<file path="config.mk">
export PLATFORM = sky130hd
export DESIGN_NAME = frame_packet_aligner
export DESIGN_NICKNAME = d
export VERILOG_FILES = /design/src/rtl/frame_packet_aligner_pkg.sv /design/src/rtl/stream_skid_buffer.sv /design/src/rtl/frame_packet_aligner.sv
export SDC_FILE = /design/constraint.sdc
export NUM_CORES = 1
export LEC_CHECK = 0
export CORE_ASPECT_RATIO = 1.75
export CORE_MARGIN = 3
export CORE_UTILIZATION = 54
export DETAILED_ROUTE_END_ITERATION = 12
export PLACE_DENSITY = 0.79
export SLEW_MARGIN = 10
export SYNTH_ARGS = -nofsm -noshare
export SYNTH_HDL_FRONTEND = slang
export SYNTH_SLANG_ARGS = --single-unit
</file>
<file path="constraint.sdc">
create_clock -name clk -period 2.4 [get_ports clk]
set_input_delay 0.36 -clock clk [delete_from_list [all_inputs] [get_ports clk]]
set_output_delay 0.36 -clock clk [all_outputs]
set_load 0.05 [all_outputs]
</file>
<file path="src/rtl/frame_packet_aligner_pkg.sv">
// Shared video definitions for the frame packet aligner.
// Holds default image geometry, pixel width, pixel counter width,
// the aligner FSM state encoding and the pixel type.
package frame_packet_aligner_pkg;

   localparam int VID_PIXEL_W      = 12;   // RGB444
   localparam int VID_IMAGE_WIDTH  = 320;
   localparam int VID_IMAGE_HEIGHT = 240;
   localparam int VID_CNT_W        = 17;   // holds 320*240-1

   typedef logic [VID_PIXEL_W-1:0] pixel_t;

   typedef enum logic [1:0] {
      ST_IDLE    = 2'd0,
      ST_STREAM  = 2'd1,
      ST_PAD     = 2'd2,
      ST_DISCARD = 2'd3
   } fpa_state_t;

endpackage

</file>
<file path="src/rtl/stream_skid_buffer.sv">
// Two-entry registered skid stage for a valid/ready stream.
// Ports:
//   clk, reset_n           clock, async active-low reset
//   in_valid/in_ready/in_data     sink side
//   out_valid/out_ready/out_data  source side (registered)
// in_ready is a pure register (not combinational on out_ready), so the
// upstream ready path is cut; one extra entry absorbs the beat that was
// already in flight when out_ready dropped.
module stream_skid_buffer #(
   parameter int DW = 14
) (
   input  logic          clk,
   input  logic          reset_n,
   input  logic          in_valid,
   output logic          in_ready,
   input  logic [DW-1:0] in_data,
   output logic          out_valid,
   input  logic          out_ready,
   output logic [DW-1:0] out_data
);

   logic          r_out_valid;
   logic [DW-1:0] r_out_data;
   logic          r_skid_valid;
   logic [DW-1:0] r_skid_data;
   logic          w_in_xfer;

   assign in_ready  = ~r_skid_valid;
   assign w_in_xfer = in_valid & ~r_skid_valid;
   assign out_valid = r_out_valid;
   assign out_data  = r_out_data;

   always_ff @(posedge clk or negedge reset_n) begin
      if (!reset_n) begin
         r_out_valid  <= 1'b0;
         r_out_data   <= '0;
         r_skid_valid <= 1'b0;
         r_skid_data  <= '0;
      end else if (!r_out_valid || out_ready) begin
         // Output register free this cycle: drain skid first to keep order.
         if (r_skid_valid) begin
            r_out_valid  <= 1'b1;
            r_out_data   <= r_skid_data;
            r_skid_valid <= 1'b0;
         end else begin
            r_out_valid <= w_in_xfer;
            if (w_in_xfer) begin
               r_out_data <= in_data;
            end
         end
      end else if (w_in_xfer) begin
         r_skid_valid <= 1'b1;
         r_skid_data  <= in_data;
      end
   end

endmodule

</file>
<file path="src/rtl/frame_packet_aligner.sv">
// Frame packet aligner: forces every output frame to exactly
// IMAGE_WIDTH*IMAGE_HEIGHT beats. Short frames are padded with zero
// pixels, long frames are truncated and their tail discarded.
// Ports:
//   clk, reset_n                 clock, async active-low reset
//   valid_in, startofpacket_in, endofpacket_in, data_in, ready_out
//                                upstream pixel stream (sink)
//   valid_out, startofpacket_out, endofpacket_out, data_out, ready_in
//                                frame-exact stream (source, registered)
//   short_frame                  1-cycle pulse when a frame gets padded
//   long_frame                   1-cycle pulse when a frame gets truncated
//
// state      | meaning
// -----------+-------------------------------------------------------
// ST_IDLE    | waiting for a sop beat; non-sop beats are dropped
// ST_STREAM  | forwarding beats of the current frame
// ST_PAD     | upstream ended early; emitting zero pixels to fill frame
// ST_DISCARD | frame already complete; dropping upstream until eop
module frame_packet_aligner
   import frame_packet_aligner_pkg::*;
#(
   parameter int IMAGE_WIDTH  = VID_IMAGE_WIDTH,
   parameter int IMAGE_HEIGHT = VID_IMAGE_HEIGHT,
   parameter int PIXEL_W      = VID_PIXEL_W
) (
   input  logic               clk,
   input  logic               reset_n,
   input  logic               valid_in,
   input  logic               startofpacket_in,
   input  logic               endofpacket_in,
   input  logic [PIXEL_W-1:0] data_in,
   output logic               ready_out,
   output logic               valid_out,
   output logic               startofpacket_out,
   output logic               endofpacket_out,
   output logic [PIXEL_W-1:0] data_out,
   input  logic               ready_in,
   output logic               short_frame,
   output logic               long_frame
);

   localparam int                   TOTAL    = IMAGE_WIDTH * IMAGE_HEIGHT;
   localparam logic [VID_CNT_W-1:0] LAST_IDX = VID_CNT_W'(TOTAL - 1);

   fpa_state_t           r_state;
   logic [VID_CNT_W-1:0] r_cnt;
   logic                 r_run;
   logic                 r_short;
   logic                 r_long;

   logic                 w_ready;
   logic                 w_skid_ready;
   logic                 w_push_valid;
   logic [PIXEL_W-1:0]   w_push_data;
   logic                 w_push_sop;
   logic                 w_push_eop;
   logic                 w_push_xfer;
   logic                 w_sink_xfer;
   logic                 w_sop_in;
   logic                 w_last;
   logic [PIXEL_W+1:0]   w_skid_out;

   assign w_sop_in = valid_in & startofpacket_in;
   assign w_last   = (r_cnt == LAST_IDX);

   always_comb begin
      w_ready      = 1'b0;
      w_push_valid = 1'b0;
      w_push_data  = '0;
      w_push_sop   = 1'b0;
      w_push_eop   = 1'b0;
      case (r_state)
         ST_IDLE: begin
            w_ready      = r_run & w_skid_ready;
            w_push_valid = w_sop_in & w_ready;
            w_push_data  = data_in;
            w_push_sop   = 1'b1;
            w_push_eop   = w_last;   // counter is 0 here: only true for 1-beat frames
         end
         ST_STREAM: begin
            // A new sop mid-frame is held off so IDLE can take it later.
            w_ready      = r_run & w_skid_ready & ~w_sop_in;
            w_push_valid = valid_in & w_ready;
            w_push_data  = data_in;
            w_push_eop   = w_last;
         end
         ST_PAD: begin
            w_push_valid = 1'b1;
            w_push_eop   = w_last;
         end
         ST_DISCARD: begin
            w_ready = r_run & w_skid_ready & ~w_sop_in;
         end
         default: begin
            w_ready = 1'b0;
         end
      endcase
   end

   assign w_sink_xfer = valid_in & w_ready;
   assign w_push_xfer = w_push_valid & w_skid_ready;
   assign ready_out   = w_ready;

   always_ff @(posedge clk or negedge reset_n) begin
      if (!reset_n) begin
         r_state <= ST_IDLE;
         r_cnt   <= '0;
         r_run   <= 1'b0;
         r_short <= 1'b0;
         r_long  <= 1'b0;
      end else begin
         r_run   <= 1'b1;
         r_short <= 1'b0;
         r_long  <= 1'b0;
         case (r_state)
            ST_IDLE, ST_STREAM: begin
               if (r_state == ST_STREAM && w_sop_in) begin
                  r_state <= ST_PAD;
                  r_short <= 1'b1;
               end else if (w_push_xfer) begin
                  if (w_last) begin
                     r_cnt <= '0;
                     if (endofpacket_in) begin
                        r_state <= ST_IDLE;
                     end else begin
                        r_state <= ST_DISCARD;
                        r_long  <= 1'b1;
                     end
                  end else begin
                     r_cnt <= r_cnt + 1'b1;
                     if (endofpacket_in) begin
                        r_state <= ST_PAD;
                        r_short <= 1'b1;
                     end else begin
                        r_state <= ST_STREAM;
                     end
                  end
               end
            end
            ST_PAD: begin
               if (w_push_xfer) begin
                  if (w_last) begin
                     r_cnt   <= '0;
                     r_state <= ST_IDLE;
                  end else begin
                     r_cnt <= r_cnt + 1'b1;
                  end
               end
            end
            ST_DISCARD: begin
               if (w_sop_in || (w_sink_xfer && endofpacket_in)) begin
                  r_state <= ST_IDLE;
               end
            end
            default: begin
               r_state <= ST_IDLE;
            end
         endcase
      end
   end

   stream_skid_buffer #(
      .DW (PIXEL_W + 2)
   ) u_skid (
      .clk       (clk),
      .reset_n   (reset_n),
      .in_valid  (w_push_valid),
      .in_ready  (w_skid_ready),
      .in_data   ({w_push_sop, w_push_eop, w_push_data}),
      .out_valid (valid_out),
      .out_ready (ready_in),
      .out_data  (w_skid_out)
   );

   assign startofpacket_out = w_skid_out[PIXEL_W+1];
   assign endofpacket_out   = w_skid_out[PIXEL_W];
   assign data_out          = w_skid_out[PIXEL_W-1:0];
   assign short_frame       = r_short;
   assign long_frame        = r_long;

endmodule
</file>
==> impl_metrics.env, run 1 <==
export IMPL_place_hpwl_um=4310
export IMPL_number_of_sinks_handled_by_clock_tree_synthesis=52
export IMPL_synthArstFlopShare=1.00
export IMPL_synth_top_cells_by_area="dfrtp_1 49%, o21ai_0 8.7%, mux2_2 7.3%, nand2_1 4.3%, nand2b_1 3.6%"
export IMPL_ys_seq_area_frac=0.495
export IMPL_layout_min_cycle_time_ps=2240
export IMPL_maxSlewViolCount=0
export IMPL_synthXorXnorAreaFrac=0.0233
export IMPL_yosysWarningCount=0
export IMPL_setup_violation_total_in_the_final_timing_report=0
export IMPL_cts_tree="done"
export IMPL_antenna_violations_before_repair=0
export IMPL_fmax_mhz=446
export IMPL_finalWeightedCongestion=0.859
export IMPL_critPathCaptureType="output pin"
export IMPL_synth_lib_cells_used_distinct=43
export IMPL_areaGrowthSynthToFinish_pct=23.4
export IMPL_global_route_overflow_total=0
export IMPL_mean_area_per_synthesized_cell_um2=9.75
export IMPL_outcome="finished, final reports clean"
export IMPL_cts_htree_levels=2
export IMPL_finish_net_count=335
export IMPL_postSynthRegisterBits=52
export IMPL_netlist_area_leader_share=0.495
export IMPL_antenna_cells=0
export IMPL_clkSlewWorstSetupHoldPaths_ps=100
export IMPL_tritoncts_num_buffers=5
export IMPL_synth_simple_gate_area_frac=0.199
export IMPL_synthesis_area_um2=2630
export IMPL_synth_top_family_by_area="simple AND/OR/NAND/NOR gates"
export IMPL_worst_r2r_endpoint="r_state[0]"
export IMPL_die_y_um=98.3
export IMPL_synth_net_count=292
export IMPL_antenna_left=0
export IMPL_core_area_um2=4710
export IMPL_intPower_w=0.00218
export IMPL_clk_root_buffer_cell="clkbuf_8"
export IMPL_route_detailed_wl_per_inst_um=16.1
export IMPL_critical_path_slowest_cell="clkdlybuf4s50_1"
export IMPL_first_global_vias=2271
export IMPL_total_buffers_and_inverters_traversed_by_the_critical_path=3
export IMPL_launch_instance_of_the_worst_register_to_register_path="r_cnt[0]"
export IMPL_grt_start_max_net_pins=29
export IMPL_worstSetupEndpoint="ready_out"
export IMPL_hold_path_class="input pin to asynchronous set/reset pin"
export IMPL_die_width_um=58.8
export IMPL_port_buffers=35
export IMPL_headroom_to_the_max_slew_limit=0.588
export IMPL_timing_worst_setup_path_type="input pin to output pin"
export IMPL_p_sw_w=0.00150
export IMPL_worst_ep_arrival_time_ps=1880
export IMPL_synth_area_leader="dfrtp_1"
export IMPL_worst_path_maximum_fanout=7
export IMPL_peakVddDrop_mv=0.971
export IMPL_setup_repair_after_global_routing_missed_its_margin="no"
export IMPL_worst_slew_pin_slew_ps=618
export IMPL_post_route_cells_drive_above_1_share=0.153
export IMPL_setup_skew_after_layout_ps=8.72
export IMPL_global_route_wire_length_before_repair_um=10300
export IMPL_switching_part_of_the_total_power=0.407
export IMPL_power_density_cell_area_nw_per_um2=1130
export IMPL_reg2regPathDepth=9
export IMPL_rows=33
export IMPL_placed_cells_incl_taps=358
export IMPL_drt_wl_total_um=5880
export IMPL_setup_total_negative_slack_ps=0
export IMPL_comb_power_share=0.476
export IMPL_clock_power_share=0.160
export IMPL_yosys_most_used_dff="dfrtp_1"
export IMPL_drt_iter0_drc=102
export IMPL_critical_path_depth=5
export IMPL_start_util=0.559
export IMPL_postCtsSetupBuffers=0
export IMPL_post_layout_nonfiller_instances=366
export IMPL_pre_cts_ws_ps=31.2
export IMPL_global_route_usage_total=0.228
export IMPL_synth_edff_count=0
export IMPL_design_portCount=36
export IMPL_clock_latency_ps=300
export IMPL_setup_ws_ps=159
export IMPL_clk_path_buf_depth=2
export IMPL_proportion_of_synthesized_area_in_mux_cells=0.0728
export IMPL_arithmetic_cell_share_of_the_synthesized_area_counting_full_adders_half_adders_and_majority_gates=0.0190
export IMPL_setup_worst_path_start="startofpacket_in"
export IMPL_overall_die_area_um2=5780
export IMPL_timing_max_cap_violations=0
export IMPL_worst_setup_path_start_kind="input pin"
export IMPL_static_leakage_power_nw=1.39
export IMPL_vias=2189
export IMPL_timing_hold_violations_final=0
export IMPL_drt_first_pass_iters=4
export IMPL_most_common_cell_after_layout_fill_and_taps_aside="dfrtp_1"
export IMPL_cp_data_required_time_ps=2040
export IMPL_critical_path_max_stage_delay_ps=510
export IMPL_synth_compound_area_share=0.158
export IMPL_final_worst_path_cycle_share=0.934
export IMPL_family_with_the_most_delay_on_the_worst_path="buffers and inverters"
export IMPL_route_detailed_vias_per_inst=5.98
export IMPL_timing_reg2reg_setup_slack_ps=210
export IMPL_commonest_cells_after_routing_fill_and_taps_aside="52 x dfrtp_1, 46 x o21ai_0, 33 x clkdlybuf4s50_1, 30 x nand2_1"
export IMPL_post_layout_total_power_w=0.00368
export IMPL_worstPathCellList="clkdlybuf4s50_1 -> buf_4 -> and3_1 -> nor3_1 -> buf_12"
export IMPL_syn_instance_count=270
export IMPL_drc=0
export IMPL_power_frac_seq=0.364
-- state kept, by name, indices dropped and copies added (netlist names) --
register	cells
r_cnt	17
u_skid.out_data	14
u_skid.r_skid_data	14
r_state	2
long_frame	1
r_run	1
short_frame	1
u_skid.out_valid	1
u_skid.r_skid_valid	1
-- power by group through the flow --
stage	Sequential (W)	Clock, W	Combinational (W)
CTS	0.00134	0.000605	0.00177
detailed placement	0.00135	0	0.00175
global route	0.00138	0.000634	0.00191
global placement	0.00134	0	0.00173
floorplan	0.00163	0	0.000850
finish	0.00134	0.000590	0.00175
-- cells in the mapped netlist (2+ instances only) --
cell	number
dfrtp_1	52
o21ai_0	46
nand2_1	30
mux2_2	17
clkbuf_1	15
nand2b_1	15
a21oi_1	12
nor2_1	9
nor3_1	7
xor2_1	5
and3_1	4
ha_1	4
inv_1	4
nand3_1	4
nand4_1	4
and4_1	3
nand4b_1	3
nor4bb_1	3
a22o_1	2
a41oi_1	2
buf_2	2
nor2b_1	2
nor3b_1	2
or3_1	2
or4_1	2
xnor2_1	2
-- routing by layer --
| metal | GRT usage | share of wire | up-vias |
|---|---|---|---|
| met5 | 0 | 0 | - |
| met4 | 0.0838 | 0.015 | 0 |
| met3 | 0.0384 | 0.033 | 7 |
| met2 | 0.410 | 0.57 | 48 |
| met1 | 0.260 | 0.38 | 1092 |
| li1 | - | - | 1042 |
-- worst min path at each step --
stage | from | end | slack (ps) | depth (start not counted)
2_1_floorplan | reset_n | long_frame | 60 | 0
3_3_place_gp | reset_n | r_cnt[14] | 400 | 1
3_5_place_dp | reset_n | r_cnt[14] | 400 | 1
4_1_cts | reset_n | r_cnt[14] | 70 | 1
5_1_grt | reset_n | r_cnt[14] | 80 | 1
6_report | reset_n | r_cnt[14] | 50 | 1
-- final cells by class --
class | count | area (um2)
inverters | 5 | 18.8
repair buffers | 53 | 503
multi-input cells | 196 | 1250
clock inverters | 2 | 35.0
well taps | 52 | 65.1
clock buffers | 6 | 72.6
fillers | 393 | 1460
flip-flops and latches | 52 | 1300
-- what timing repair did --
action                     in CTS  in global routing
hold buffers                    0                  0
setup endpoints to repair       0                  1
gates resized for setup         0                  2
-- stage by stage --
stage / utilization / cell area, um2 / hold WS, ps
floorplan: - / 2630 / 64.4
global placement: 0.666 / 3130 / 399
detailed placement: 0.666 / 3130 / 400
CTS: 0.688 / 3240 / 67.5
global route: 0.690 / 3250 / 81.0
finish: 0.690 / 3250 / 52.8
-- kinds of logic after synthesis --
kind of cell | count (synthesis)
adder cells (fa/ha/maj) | 4
XOR/XNOR | 7
other | 1
multiplexers | 17
buffers and inverters | 22
AO/OA/AOI/OAI | 72
AND/OR/NAND/NOR | 95
flip-flops | 52
(Power assumes the default switching activity.)
==> inputs of run 2 (changes only) <==
Settings changed: CAP_MARGIN set to 20, PLACE_DENSITY 0.79 to 0.88.
==> run 2 against run 1 <==
Compared with the run above:
- sequential cell count did not move
- clock skew barely moved
- clock power fell by 20%
- first-iteration DRC count fell by 51%
- setup slack improved by 83 ps
- sequential share of layout area rose by 0.63 points
- critical path type is now register to register
- global-route usage fell by 1.3 points
- via count fell by 1.3%
- clock-buffer cell count did not move
- cell area fell by 1.5%
==> impl_metrics.env, run 2 (same netlist as run 1, synthesis figures left out) <==
export IMPL_route_detailed_vias_per_inst=5.92
export IMPL_worst_path_maximum_fanout=4
export IMPL_final_worst_path_cycle_share=0.899
export IMPL_cts_hold_fix_buffers=0
export IMPL_drt_iter0_drc=50
export IMPL_most_common_cell_after_layout_fill_and_taps_aside="dfrtp_1"
export IMPL_global_route_usage_total=0.216
export IMPL_global_route_overflow_total=0
export IMPL_vias=2161
export IMPL_setup_skew_after_layout_ps=8.98
export IMPL_fillers=366
export IMPL_post_route_cells_drive_above_1_share=0.144
export IMPL_critical_path_slowest_cell="dfrtp_1"
export IMPL_design_portCount=36
export IMPL_finish_net_count=335
export IMPL_family_with_the_most_delay_on_the_worst_path="simple AND/OR/NAND/NOR gates"
export IMPL_postCtsSetupBuffers=0
export IMPL_fmax_mhz=463
export IMPL_first_global_vias=2199
export IMPL_place_hpwl_um=4180
export IMPL_outcome="finished, final reports clean"
export IMPL_worst_ep_arrival_time_ps=2360
export IMPL_static_leakage_power_nw=1.37
export IMPL_dpl_cell_area_um2=3120
export IMPL_setup_repair_after_global_routing_missed_its_margin="no"
export IMPL_drc=0
export IMPL_antenna_cells=0
export IMPL_peakVddDrop_mv=0.839
export IMPL_headroom_to_the_max_slew_limit=0.575
export IMPL_clk_root_buffer_cell="clkbuf_8"
export IMPL_drt_wl_total_um=5780
export IMPL_clock_latency_ps=300
export IMPL_die_width_um=58.8
export IMPL_timing_worst_setup_path_type="register to register"
export IMPL_start_util=0.559
export IMPL_route_detailed_wl_per_inst_um=15.8
export IMPL_global_route_wire_length_before_repair_um=9830
export IMPL_largest_register_ff_count=17
export IMPL_port_buffers=35
export IMPL_areaGrowthSynthToFinish_pct=21.5
export IMPL_cts_htree_levels=2
export IMPL_placed_cells_incl_taps=358
export IMPL_setup_violation_total_in_the_final_timing_report=0
export IMPL_total_buffers_and_inverters_traversed_by_the_critical_path=1
export IMPL_worst_setup_path_start_kind="register"
export IMPL_clkSlewWorstSetupHoldPaths_ps=90
export IMPL_worst_slew_pin_slew_ps=638
export IMPL_timing_max_cap_violations=0
export IMPL_tritoncts_num_buffers=5
export IMPL_finalWeightedCongestion=0.883
export IMPL_commonest_cells_after_routing_fill_and_taps_aside="52 x dfrtp_1, 46 x o21ai_0, 33 x clkdlybuf4s50_1, 30 x nand2_1, 18 x buf_4"
export IMPL_maxSlewViolCount=0
export IMPL_number_of_sinks_handled_by_clock_tree_synthesis=52
export IMPL_post_layout_nonfiller_instances=365
export IMPL_worstPathCellList="nor4bb_1 -> and4_1 -> clkinv_1 -> ha_1 -> nor2_1 -> o31a_1 -> o21ai_0 -> a22o_1"
export IMPL_core_area_um2=4710
export IMPL_timing_hold_violations_final=0
export IMPL_critPathCaptureType="register"
export IMPL_setup_total_negative_slack_ps=0
export IMPL_setup_worst_path_start="r_cnt[14]"
export IMPL_antenna_left=0
export IMPL_timing_reg2reg_setup_slack_ps=240
export IMPL_grt_start_max_net_pins=53
export IMPL_final_cell_area_um2=3200
export IMPL_power_density_cell_area_nw_per_um2=1110
export IMPL_ctsResizeCount=0
export IMPL_critical_path_max_stage_delay_ps=430
export IMPL_launch_instance_of_the_worst_register_to_register_path="r_cnt[14]"
export IMPL_cts_tree="done"
export IMPL_drt_first_pass_iters=4
export IMPL_die_y_um=98.3
export IMPL_cp_data_required_time_ps=2600
export IMPL_rows=33
export IMPL_layout_min_cycle_time_ps=2160
export IMPL_fin_worst_hold_slack_ps=152
export IMPL_antenna_violations_before_repair=0
export IMPL_hold_path_class="input pin to asynchronous set/reset pin"
export IMPL_registers_top_by_ff_count="r_cnt"
export IMPL_overall_die_area_um2=5780
export IMPL_clk_path_buf_depth=2
run 2: cell types whose count changed in the layout (fill, tap and decap cells not counted), sizes merged:
cell    delta
bufinv     -1
run 2: cell type report:
class | count | area [um2] | share of cell area
clock buffers | 6 | 72.6 | 0.0227
well taps | 52 | 65.1 | 0.0203
flip-flops and latches | 52 | 1300 | 0.407
clock inverters | 1 | 5.00 | 0.00156
inverters | 5 | 18.8 | 0.00587
repair buffers | 53 | 490 | 0.153
multi-input cells | 196 | 1240 | 0.389
run 2: through the flow:
step                setup slack (ps)  utilization  total power (W)
finish                           242        0.679          0.00354
CTS                              246        0.679          0.00356
global route                    88.3        0.679          0.00376
detailed placement             -7.04        0.663          0.00308
global placement                81.4        0.663          0.00302
floorplan                        136            -          0.00248
run 2: power breakdown:
group	internal (W)	leakage, nW	switching (W)
logic	0.000701	0.660	0.00102
registers	0.00115	0.668	0.000195
clock network	0.000199	0.0410	0.000272
run 2: worst paths after layout:
check / end / depth (start not counted)
worst max-delay path: r_state[0] / 8
min in group clk: r_cnt[5] / 1
worst max register to register: r_state[0] / 8
worst min register to register: r_cnt[5] / 1
max in group asynchronous: u_skid.r_skid_data[2] / 2
worst min-delay path: r_cnt[12] / 2
run 2: metal layers:
layer | share of wire | global-route usage | up-vias
met5 | 0 | 0 | -
met4 | 0.041 | 0.117 | 0
met3 | 0.033 | 0.0410 | 18
met2 | 0.53 | 0.353 | 54
met1 | 0.40 | 0.259 | 1041
li1 | - | - | 1048
